File: config.mk
export PLATFORM = sky130hd
export DESIGN_NAME = spi_frame_master
export DESIGN_NICKNAME = d
export VERILOG_FILES = /design/src/rtl/pong_pkg.sv /design/src/rtl/spi_half_timer.sv /design/src/rtl/spi_frame_master.sv
export SDC_FILE = /design/constraint.sdc
export NUM_CORES = 1
export LEC_CHECK = 0
export BUFFER_PORTS_ARGS = -buffer_cell sky130_fd_sc_hd__buf_2
export CAP_MARGIN = 40
export CORE_MARGIN = 3
export CORE_UTILIZATION = 45
export DETAILED_ROUTE_END_ITERATION = 6
export PLACE_DENSITY = 0.78
export SYNTH_ARGS = -nofsm -noshare
export SYNTH_HDL_FRONTEND = slang
export SYNTH_SLANG_ARGS = --single-unit
File: constraint.sdc
create_clock -name vgaclk -period 4.1 [get_ports vgaclk]
set_input_delay 1.025 -clock vgaclk [delete_from_list [all_inputs] [get_ports vgaclk]]
set_output_delay 1.025 -clock vgaclk [all_outputs]
set_load 0.05 [all_outputs]
File: src/rtl/pong_pkg.sv
// Shared types and constants for the pong FPGA codebase.
// Holds the SPI word width and the SPI master state encoding.
package pong_pkg;

  localparam int SPI_WORD_W = 32;

  typedef enum logic [2:0] {
    IDLE,
    LEAD,
    HIGH,
    LOW,
    TAIL
  } spim_state_t;

endpackage

File: src/rtl/spi_half_timer.sv
// Loadable down-counter timing SPI phases and inter-frame gaps.
// A phase loaded with N lasts N+1 cycles; expire is high at zero.
module spi_half_timer #(
  parameter int W = 3
) (
  input  logic         vgaclk,
  input  logic         reset,
  input  logic         load,
  input  logic [W-1:0] load_val,
  output logic         expire
);

  logic [W-1:0] cnt;

  always_ff @(posedge vgaclk or posedge reset) begin
    if (reset) begin
      cnt <= '0;
    end else if (load) begin
      cnt <= load_val;
    end else if (cnt != '0) begin
      cnt <= cnt - W'(1);
    end
  end

  assign expire = (cnt == '0);

endmodule

File: src/rtl/spi_frame_master.sv
// SPI master sending one WIDTH-bit word per start pulse to the PIC.
// CPOL=0, MSB first; sdo changes on sck rise, rx samples at end of high.
module spi_frame_master
  import pong_pkg::*;
#(
  parameter int WIDTH    = SPI_WORD_W,
  parameter int HALF_PER = 4,
  parameter int GAP      = 8
) (
  input  logic             vgaclk,
  input  logic             reset,
  input  logic             start,
  input  logic [WIDTH-1:0] tx_data,
  output logic             busy,
  output logic             done,
  output logic [WIDTH-1:0] rx_data,
  output logic             sck,
  output logic             sdo,
  input  logic             sdi,
  output logic             cs_b
);

  localparam int HW = $clog2(HALF_PER + 1);
  localparam int GW = $clog2(GAP + 1);
  localparam int BW = $clog2(WIDTH);

  // LEAD runs one cycle longer than a half period as cs_b setup
  localparam logic [HW-1:0] LEAD_LD  = HW'(HALF_PER);
  localparam logic [HW-1:0] HALF_LD  = HW'(HALF_PER - 1);
  localparam logic [GW-1:0] GAP_LD   = GW'(GAP - 1);
  localparam logic [BW-1:0] LAST_BIT = BW'(WIDTH - 1);

  spim_state_t      state;
  logic [WIDTH-1:0] tx_sr;
  logic [WIDTH-1:0] rx_sr;
  logic [BW-1:0]    bit_cnt;
  logic             last_bit;
  logic             half_load;
  logic             half_exp;
  logic [HW-1:0]    half_val;
  logic             gap_load;
  logic             gap_exp;

  always_comb begin
    half_load = 1'b0;
    last_bit  = (bit_cnt == LAST_BIT);
    half_val  = (state == IDLE) ? LEAD_LD : HALF_LD;
    unique case (state)
      IDLE:            half_load = start;
      LEAD, HIGH, LOW: half_load = half_exp;
      default:         half_load = 1'b0;
    endcase
    gap_load = (state == LOW) && half_exp && last_bit;
  end

  spi_half_timer #(
    .W(HW)
  ) u_half (
    .vgaclk  (vgaclk),
    .reset   (reset),
    .load    (half_load),
    .load_val(half_val),
    .expire  (half_exp)
  );

  spi_half_timer #(
    .W(GW)
  ) u_gap (
    .vgaclk  (vgaclk),
    .reset   (reset),
    .load    (gap_load),
    .load_val(GAP_LD),
    .expire  (gap_exp)
  );

  always_ff @(posedge vgaclk or posedge reset) begin
    if (reset) begin
      state   <= IDLE;
      tx_sr   <= '0;
      rx_sr   <= '0;
      rx_data <= '0;
      bit_cnt <= '0;
      sck     <= 1'b0;
      sdo     <= 1'b0;
      cs_b    <= 1'b1;
      busy    <= 1'b0;
      done    <= 1'b0;
    end else begin
      done <= 1'b0;
      unique case (state)
        IDLE: begin
          if (start) begin
            tx_sr   <= tx_data;
            cs_b    <= 1'b0;
            busy    <= 1'b1;
            bit_cnt <= '0;
            state   <= LEAD;
          end
        end
        LEAD: begin
          if (half_exp) begin
            state <= HIGH;
            sck   <= 1'b1;
            sdo   <= tx_sr[WIDTH-1];
            tx_sr <= {tx_sr[WIDTH-2:0], 1'b0};
          end
        end
        HIGH: begin
          if (half_exp) begin
            state <= LOW;
            sck   <= 1'b0;
            rx_sr <= {rx_sr[WIDTH-2:0], sdi};
          end
        end
        LOW: begin
          if (half_exp) begin
            if (last_bit) begin
              state   <= TAIL;
              cs_b    <= 1'b1;
              sdo     <= 1'b0;
              rx_data <= rx_sr;
              done    <= 1'b1;
            end else begin
              state   <= HIGH;
              bit_cnt <= bit_cnt + BW'(1);
              sck     <= 1'b1;
              sdo     <= tx_sr[WIDTH-1];
              tx_sr   <= {tx_sr[WIDTH-2:0], 1'b0};
            end
          end
        end
        TAIL: begin
          if (gap_exp) begin
            state <= IDLE;
            busy  <= 1'b0;
          end
        end
        default: state <= IDLE;
      endcase
    end
  end

endmodule

==> impl_metrics.yaml, run 1 <==
critical_path:
  critical-path-top-delay-family: "flip-flops"
  worst_ep_arrival_time_ns: 1.29
  worst_setup_path_end_kind: "primary output"
  cp_num_cells: 1
  crit_chain: "buf_2"
  path_class: "flop to primary output"
  cp_max_fo: 2
  start_kind: "flop"
  path_buf_inv: 1
  cp_data_required_time_ns: 3.07
  reg2reg_depth: 8
  cp_slowest_cell: "dfstp_2"
  max_stage_delay_ns: 0.53
route:
  drc: 0
  drt-total-wl_microns: 9240
  dr.pass1.iters: 4
  first_iter_violations: 191
  via_per_inst: 5.05
  post_drt_wl_per_cell_microns: 14.4
  dr_total_vias: 3233
  postRouteAntennaNets: 0
timing:
  drv_slew: 0
  relSlewSlack_pct: 53.6
  fin_setup_tns_ns: 0
  worst_hold_slack_ns: 0.468
  finalSetupViolCount: 0
  tightest_slew_ns: 0.694
  hold_viol_final: 0
  max_freq_ghz: 0.432
  fin_skew_ns: 0.00628
  period_share_pct: 56.4
  period_needed_ns: 2.31
  rsz0062_at_grt: "no"
global_route:
  grt_usage_pct: 15.8
  grt-ovfl-total: 0
  grt_pass1_wl_microns: 16000
  antenna_found_initial: 0
  grt_pass1_vias: 3517
  grt_max_degree: 47
min_path:
  hold_depth: 2
  hp-class: "flop to flop"
floorplanning:
  core_area_sq_um: 10600
  die_area_sq_um: 12500
  num_io_pins: 73
  die_width_microns: 112
  num_rows: 37
  start_util_pct: 47.4
  die_y_microns: 112
yosys:
  syn-num-nets: 456
  synth_top_area_share_pct: 57.3
  synth_cell_type_count: 34
  synth-simple-area-share_pct: 12.7
  synth-adder-area-share_pct: 1.25
  synth-edff-count: 0
  synth.ff_latch_count: 116
  syn-cell-area_sq_um: 5020
  synthFlopType: "dfrtp_1"
  synth_area_leaders: "dfrtp_1 (57%), mux2_2 (22%), nand2_1 (8.1%)"
  synth.yosys.warnings: 0
  async_flop_share_pct: 100
  synth_top_family_by_area: "multiplexers"
  synth_top_area_cell: "dfrtp_1"
  syn_avg_cell_area_sq_um: 12.1
  postSynthCellCount: 415
  synth_compound_area_share_pct: 1.87
  synth_mux_area_share_pct: 21.9
  synth_xor_area_share_pct: 0.698
  ys_seq_area_share_pct: 57.9
power_and_ir_drop:
  p_per_area_nw_per_um2: 690
  power.total_mw: 4.19
  p_leak_nw: 3.16
  irDropWorstVdd_uv: 492
cts:
  postCtsHoldBufs: 0
  clk_path_buf_depth: 2
  post_cts_resized: 0
  cts_setup_buffers: 0
  numCtsBuffers: 17
  clk_pin_slew_worst_paths_ns: 0.05
  insertion_delay_ns: 0.51
  cts_root_buf: "clkbuf_8"
  cts.sinks: 116
  htreeDepth: 4
  cts_tree: "built"
outcome:
  status: "finished clean"
layout:
  diodes: 0
  n_fill_cell: 845
  drive_gt1_share_pct: 42.1
  final_core_util_pct: 57.4
  syn_to_final_growth_pct: 21.2
  fin_nets: 532
placement:
  place.port_buffers: 72
  gp_congestion: 0.817
  hpwlAfterDp_microns: 5990
job:
  cap_violations: 0
-- worst register-to-register path, cell delays in order, from the launching register on --
cell     delay, ns
dfrtp_1       0.40
ha_1          0.18
and3_1        0.16
ha_1          0.26
nand3_1       0.12
or2_1         0.26
inv_2         0.47
nand2_1       0.14
nand2_1       0.09
-- cell usage after synthesis, types with 3 or more instances --
cell	count
nand2_1	108
dfrtp_1	115
o21ai_0	6
mux2_2	96
inv_1	8
ha_1	5
and3_1	4
buf_6	8
buf_2	9
nand2b_1	3
nor3_1	6
nand3_1	5
nor2_1	10
nor3b_1	3
clkbuf_1	3
xnor2_1	3
-- power breakdown --
| group | switching (mW) | total [mW] | leakage (nW) | internal (mW) |
|---|---|---|---|---|
| Clock | 0.486 | 1.47 | 0.294 | 0.985 |
| Sequential | 0.172 | 1.58 | 1.52 | 1.41 |
| Combinational | 0.502 | 1.14 | 1.35 | 0.639 |
| Total | 1.16 | 4.19 | 3.16 | 3.03 |
-- area by class of cell --
type | count | area [sq um] | share of cell area [%]
clock buffer | 23 | 477 | 7.84
clock inverter | 9 | 125 | 2.06
inverter | 9 | 36.3 | 0.597
multi-input combinational | 269 | 1930 | 31.8
sequential | 116 | 2900 | 47.7
tap | 136 | 170 | 2.80
timing repair buffer | 78 | 438 | 7.20
-- per-stage QoR --
step	std cells	setup slack [ns]	instance area (sq um)
3_5_place_dp	608	1.65	5480
2_1_floorplan	415	0.00424	5020
5_1_grt	640	1.74	6080
3_3_place_gp	607	1.78	5450
4_1_cts	640	1.75	6080
6_report	640	1.79	6080
-- final timing paths --
path	startpoint	endpoint	slack, ns
max	cs_b	cs_b	1.79
min	rx_data[19]	rx_data[19]	0.47
max reg2reg	bit_cnt[0]	rx_data[7]	1.96
min reg2reg	rx_data[19]	rx_data[19]	0.47
max in group asynchronous	reset	tx_sr[21]	2.79
min in group asynchronous	reset	rx_data[7]	0.50
-- cells in the final DEF, fill, tap and decap left out, types with 4 or more instances in the layout --
| master | instances |
|---|---|
| clkbuf_8 | 5 |
| clkinv_2 | 4 |
| nor3_1 | 6 |
| nand3_1 | 5 |
| inv_1 | 7 |
| mux2_2 | 96 |
| buf_4 | 4 |
| nand2_1 | 108 |
| clkbuf_16 | 16 |
| buf_2 | 72 |
| nor2_1 | 10 |
| dfrtp_1 | 115 |
| ha_1 | 5 |
| and3_1 | 4 |
| o21ai_0 | 6 |
-- state kept, by name, summed over array words and instances (netlist names) --
| signal | flops |
|---|---|
| rx_data | 32 |
| rx_sr | 32 |
| tx_sr | 32 |
| bit_cnt | 5 |
| u_gap.cnt | 4 |
| state | 3 |
| u_half.cnt | 3 |
| busy | 1 |
| cs_b | 1 |
| done | 1 |
| sck | 1 |
| sdo | 1 |
-- cell families (layout without fill, tap and decap cells) --
kind of cell               count (synthesis)  after routing
adders and majority gates                  5              5
AOI/OAI and AO/OA                         15             15
muxes                                     98             98
xor gates and xnor gates                   4              4
DFF                                      116            116
and+or+nand+nor                          147            147
buffers and inverters                     30            119
-- routing by layer --
metal / track usage (%) / part of all wire [%] / vias to the layer above
met4: 6.00 / 1.5 / 0
met3: 5.82 / 4.6 / 15
met5: 0 / 0 / -
li1: - / - / 1550
met1: 18.6 / 44 / 1600
met2: 26.6 / 50 / 68
Power figures use the tool's default switching activity.
==> run 2: changes to the inputs <==
Settings changed: ABC_AREA set to 1, PLACE_DENSITY 0.78 to 0.75.
Clock period 4.1 ns to 2.15 ns, I/O delays scaled along.
==> run 2 against run 1 <==
  * Wire length is 20% higher
  * Cell count is 31% higher
  * Global-route usage is 3.2 points higher
  * Critical path depth is 9 higher
  * Largest cell class unchanged
  * Highest routed layer unchanged
==> impl_metrics.yaml, run 2 <==
yosys:
  postSynthCellCount: 612
  syn-num-nets: 653
  synth_top_area_cell: "dfrtp_1"
  synth-edff-count: 0
  syn_avg_cell_area_sq_um: 8.22
  syn-cell-area_sq_um: 5030
  synthFlopType: "dfrtp_1"
  yosys-top-cells-count: "nand2_1 (294), dfrtp_1 (115), o21ai_0 (67)"
  synth_top_area_share_pct: 57.2
  async_flop_share_pct: 100
  synth.yosys.warnings: 0
  synth_cell_type_count: 27
  ys_seq_area_share_pct: 57.7
  synth_area_leaders: "dfrtp_1 (57%), nand2_1 (22%), o21ai_0 (6.7%)"
  yosysMostFrequentCell: "nand2_1"
  synth.ff_latch_count: 116
cts:
  insertion_delay_ns: 0.52
  cts_root_buf: "clkbuf_8"
  cts_tree: "built"
  htreeDepth: 4
  numCtsBuffers: 17
  cts.sinks: 116
  clk_pin_slew_worst_paths_ns: 0.06
  postCtsHoldBufs: 0
  clk_path_buf_depth: 2
  cts_setup_buffers: 0
critical_path:
  path_class: "flop to flop"
  r2r_end: "tx_sr[18]"
  cp_max_fo: 32
  reg2reg_depth: 10
  path_buf_inv: 1
  rrSetupSlack_ns: 0.29
  critical-path-top-delay-family: "simple AND/OR/NAND/NOR gates"
  crit_chain: "ha_1, nand2_1, nor2_1, ha_1, nand2_1, nand2_1, nor2_2, buf_12, nand2_1, nand2_1"
  start_kind: "flop"
  cp_data_required_time_ns: 2.60
  rr_startpoint: "bit_cnt[0]"
  worst_setup_path_end_kind: "flop"
  cp_slowest_cell: "dfrtp_1"
  worst_ep_arrival_time_ns: 2.31
  cp_common_cell: "nand2_1"
  max_stage_delay_ns: 0.41
timing:
  setup_slack_ns: 0.293
  finalSetupViolCount: 0
  rsz0062_at_grt: "no"
  tightest_slew_ns: 0.447
  hold_viol_final: 0
  fin_skew_ns: 0.00806
  period_share_pct: 86.4
  max_freq_ghz: 0.538
  fin_setup_tns_ns: 0
  drv_slew: 0
  period_needed_ns: 1.86
  relSlewSlack_pct: 70.1
  worst_hold_slack_ns: 0.0321
global_route:
  grt_max_degree: 47
  grt_usage_pct: 19.0
  grt_pass1_vias: 4213
  grt-ovfl-total: 0
  grt_pass1_wl_microns: 19300
  antenna_found_initial: 0
route:
  dr_total_vias: 4142
  drt-total-wl_microns: 11100
  post_drt_wl_per_cell_microns: 13.3
  first_iter_violations: 415
  via_per_inst: 4.95
  dr.pass1.iters: 5
  postRouteAntennaNets: 0
  drc: 0
floorplanning:
  die_area_sq_um: 12500
  core_area_sq_um: 10600
  num_io_pins: 73
  die_y_microns: 112
  die_width_microns: 112
  start_util_pct: 47.4
  num_rows: 37
power_and_ir_drop:
  p_per_area_nw_per_um2: 774
  power_frac_comb_pct: 2.5
  sw_frac_of_total_pct: 22.9
  switchingPower_mw: 1.08
  p_leak_nw: 3.27
  power.total_mw: 4.72
  pwr-share-clk_pct: 51.0
  irDropWorstVdd_uv: 799
  p_seq_share_pct: 46.5
  intPower_mw: 3.64
layout:
  final_common_cell: "nand2_1"
  final_cell_mix: "nand2_1 (294), dfrtp_1 (115), buf_2 (72), o21ai_0 (67), inv_1 (49)"
  diodes: 0
  largestRegisters: "rx_data (32), rx_sr (32), tx_sr (32)"
  drive_gt1_share_pct: 18.4
  n_fill_cell: 927
  syn_to_final_growth_pct: 21.2
  fin_nets: 729
placement:
  dp_slack_ns: 0.310
  gp_congestion: 0.838
  place.port_buffers: 72
  hpwlAfterDp_microns: 7250
outcome:
  status: "finished clean"
min_path:
  hp-class: "input pin to async pin"
job:
  cap_violations: 0
run 2: changes by cell type after synthesis, moves of 6 or more:
cell	before	now
nand2_1	108	294
mux2_2	96	0
o21ai_0	6	67
inv_1	8	50
clkbuf_1	3	14
buf_6	8	1
o21ai_1	0	7
nor3_1	6	0
run 2: power groups by stage:
stage	Combinational (mW)	Clock, mW	Sequential [mW]
finish	0.120	2.41	2.19
detailed placement	0.123	0	2.23
global placement	0.120	0	2.23
global route	0.141	2.58	2.19
CTS	0.124	2.45	2.19
floorplan	0.0615	0	2.23
run 2: cells by family (layout without fill, tap and decap cells):
| family | count (synthesis) | in the layout | share of synthesized area [%] |
|---|---|---|---|
| buffers and inverters | 81 | 170 | 6.59 |
| flip-flops | 116 | 116 | 57.7 |
| adder cells (fa/ha/maj) | 5 | 5 | 1.24 |
| XOR/XNOR | 3 | 3 | 0.522 |
| AO/OA/AOI/OAI | 82 | 82 | 8.26 |
| AND/OR/NAND/NOR | 325 | 325 | 25.6 |
run 2: worst max path at each step:
stage	startpoint	end	slack [ns]	cells past startpoint
after floorplan	reset	bit_cnt[0]	0.20	1
after global placement	u_half.cnt[0]	rx_sr[28]	0.38	8
after detailed placement	u_half.cnt[0]	rx_sr[19]	0.31	7
after CTS	u_half.cnt[0]	rx_sr[28]	0.14	7
after global routing	u_half.cnt[0]	rx_sr[28]	0.12	7
final	bit_cnt[0]	tx_sr[18]	0.29	10
run 2: layer usage:
layer / global-route usage, % / vias up / share of wire, %
met5: 0 / - / 0
met4: 6.97 / 0 / 2.1
met3: 6.41 / 22 / 5.5
met2: 30.8 / 122 / 48
met1: 23.9 / 1960 / 44
li1: - / 2038 / -
run 2: layout make-up:
type | instances | area [sq um] | share of cell area [%]
clock buffers | 19 | 422 | 6.92
clock inverters | 13 | 87.6 | 1.44
inverters | 55 | 210 | 3.45
multi-input cells | 415 | 1800 | 29.6
flip-flops and latches | 116 | 2900 | 47.6
well taps | 136 | 170 | 2.79
repair buffers | 83 | 500 | 8.21
run 2: stage by stage:
stage | instance area, sq um | cells | util [%]
after floorplan | 5030 | 612 | -
after global placement | 5560 | 804 | 52.5
after detailed placement | 5580 | 805 | 52.6
after CTS | 6090 | 837 | 57.4
after global routing | 6100 | 837 | 57.5
final | 6100 | 837 | 57.5
run 2: repair_timing:
action | in CTS | in global routing
resized for setup | 0 | 1
hold endpoints to repair | 0 | 0
setup endpoints to repair | 0 | 1
==> run 3: changes to the inputs <==
Settings changed: CELL_PAD_IN_SITES_DETAIL_PLACEMENT set to 1, CELL_PAD_IN_SITES_GLOBAL_PLACEMENT set to 1, CORE_UTILIZATION 45 to 42, MAX_ROUTING_LAYER set to met4, PLACE_DENSITY 0.75 to 0.89.
==> run 3 against run 2 <==
  * Combinational power is essentially flat
  * Utilization shrank 4.2 points
  * Total power grew 3.5%
  * Critical endpoint is now rx_data[12]
  * Largest power group unchanged
==> impl_metrics.yaml, run 3 (synthesized netlist as in run 2, its figures left out) <==
route:
  dr.pass1.iters: 4
  drt-total-wl_microns: 13200
  postRouteAntennaNets: 0
  via_per_inst: 5.00
  post_drt_wl_per_cell_microns: 15.6
  dr_total_vias: 4232
  first_iter_violations: 202
  drc: 0
global_route:
  grt-ovfl-total: 0
  antenna_found_initial: 0
  grt_pass1_wl_microns: 22000
  grt_max_degree: 67
  grt_pass1_vias: 4612
  grt_usage_pct: 21.9
power_and_ir_drop:
  irDropWorstVdd_uv: 391
  p_leak_nw: 3.29
  p_per_area_nw_per_um2: 793
cts:
  clk_path_buf_depth: 2
  clk_pin_slew_worst_paths_ns: 0.06
  cts_tree: "built"
  numCtsBuffers: 17
  post_cts_resized: 0
  insertion_delay_ns: 0.41
  htreeDepth: 4
  postCtsHoldBufs: 0
  cts_root_buf: "clkbuf_16"
  cts_setup_buffers: 0
  cts.sinks: 116
critical_path:
  max_stage_delay_ns: 0.39
  critical-path-top-delay-family: "simple AND/OR/NAND/NOR gates"
  cp_max_fo: 13
  path_buf_inv: 1
  reg2reg_depth: 7
  worst_ep_arrival_time_ns: 2.22
  start_kind: "flop"
  worst_setup_path_end_kind: "flop"
  cp_num_cells: 7
  cp_slowest_cell: "dfrtp_1"
  cp_data_required_time_ns: 2.44
  crit_chain: "ha_1, nand2_1, nor2_1, ha_1, nand3_2, buf_4, o21ai_0"
  cp_common_cell: "ha_1"
  path_class: "flop to flop"
layout:
  multi_input_area_sq_um: 1800
  fin_area_sq_um: 6160
  diodes: 0
  n_fill_cell: 1385
  instances_no_fill: 846
  syn_to_final_growth_pct: 22.4
  fin_nets: 731
  final-seq-area_sq_um: 2900
  final_cell_mix: "nand2_1 (294), dfrtp_1 (115), buf_2 (72), o21ai_0 (67), inv_1 (49)"
  final_common_cell: "nand2_1"
  drive_gt1_share_pct: 18.6
  largestRegisters: "rx_data (32), rx_sr (32), tx_sr (32)"
floorplanning:
  core_area_sq_um: 11600
  num_rows: 39
  start_util_pct: 43.5
  num_io_pins: 73
  die_y_microns: 115
  die_area_sq_um: 13300
  die_width_microns: 115
placement:
  gp_congestion: 0.790
  place.port_buffers: 72
  dp_slack_ns: 0.231
  hpwlAfterDp_microns: 8340
  placed_area_sq_um: 5620
  dp.cells: 814
outcome:
  status: "finished clean"
timing:
  worst_hold_slack_ns: 0.0716
  setup_slack_ns: 0.221
  period_needed_ns: 1.93
  fin_skew_ns: 0.00893
  rsz0062_at_grt: "no"
  drv_slew: 0
  finalSetupViolCount: 0
  tightest_slew_ns: 0.423
  relSlewSlack_pct: 71.7
  fin_setup_tns_ns: 0
  period_share_pct: 89.7
  hold_viol_final: 0
  max_freq_ghz: 0.518
min_path:
  hp-class: "input pin to async pin"
job:
  cap_violations: 0
==> run 3: worst reg2reg max path: cells and delay by family (launching register included) <==
family,cells,cell delay (ns)
simple gates,3,0.45
fa+ha+maj,2,0.42
flops,1,0.39
buf+inv,1,0.28
compound gates,1,0.28
==> run 3: path summary, 6_finish.rpt <==
| check | endpoint | slack [ns] | startpoint |
|---|---|---|---|
| max | rx_data[12] | 0.22 | bit_cnt[0] |
| min | rx_sr[12] | 0.07 | reset |
| max reg2reg | rx_data[12] | 0.22 | bit_cnt[0] |
| min reg2reg | cs_b | 0.47 | cs_b |
| max in group asynchronous | sck | 1.45 | reset |
| min in group vgaclk | rx_sr[0] | 0.38 | sdi |
==> run 3: report_power, final <==
group	internal (mW)	switching (mW)	total (mW)	leakage (nW)
registers	2.19	0.00296	2.19	1.57
logic	0.0427	0.0764	0.119	1.47
clock network	1.49	1.09	2.57	0.255
==> run 3: routing by layer <==
metal,global-route usage (%),share of wire [%],vias up
li1,-,-,2049
met1,24.7,42,2050
met5,-,0,-
met4,9.47,3.0,0
met3,5.17,3.6,38
met2,37.2,52,95
==> run 3: final cells by class <==
| type | count | area share [%] |
|---|---|---|
| flip-flops and latches | 116 | 47.2 |
| multi-input cells | 415 | 29.3 |
| inverters | 55 | 3.41 |
| clock buffers | 19 | 7.03 |
| well taps | 143 | 2.91 |
| repair buffers | 85 | 8.57 |
| clock inverters | 13 | 1.67 |
==> run 3: per-stage QoR <==
step,power [mW],utilization (%)
2_1_floorplan,2.29,-
3_3_place_gp,2.35,48.3
3_5_place_dp,2.35,48.6
4_1_cts,4.93,53.2
5_1_grt,5.05,53.3
6_report,4.88,53.3
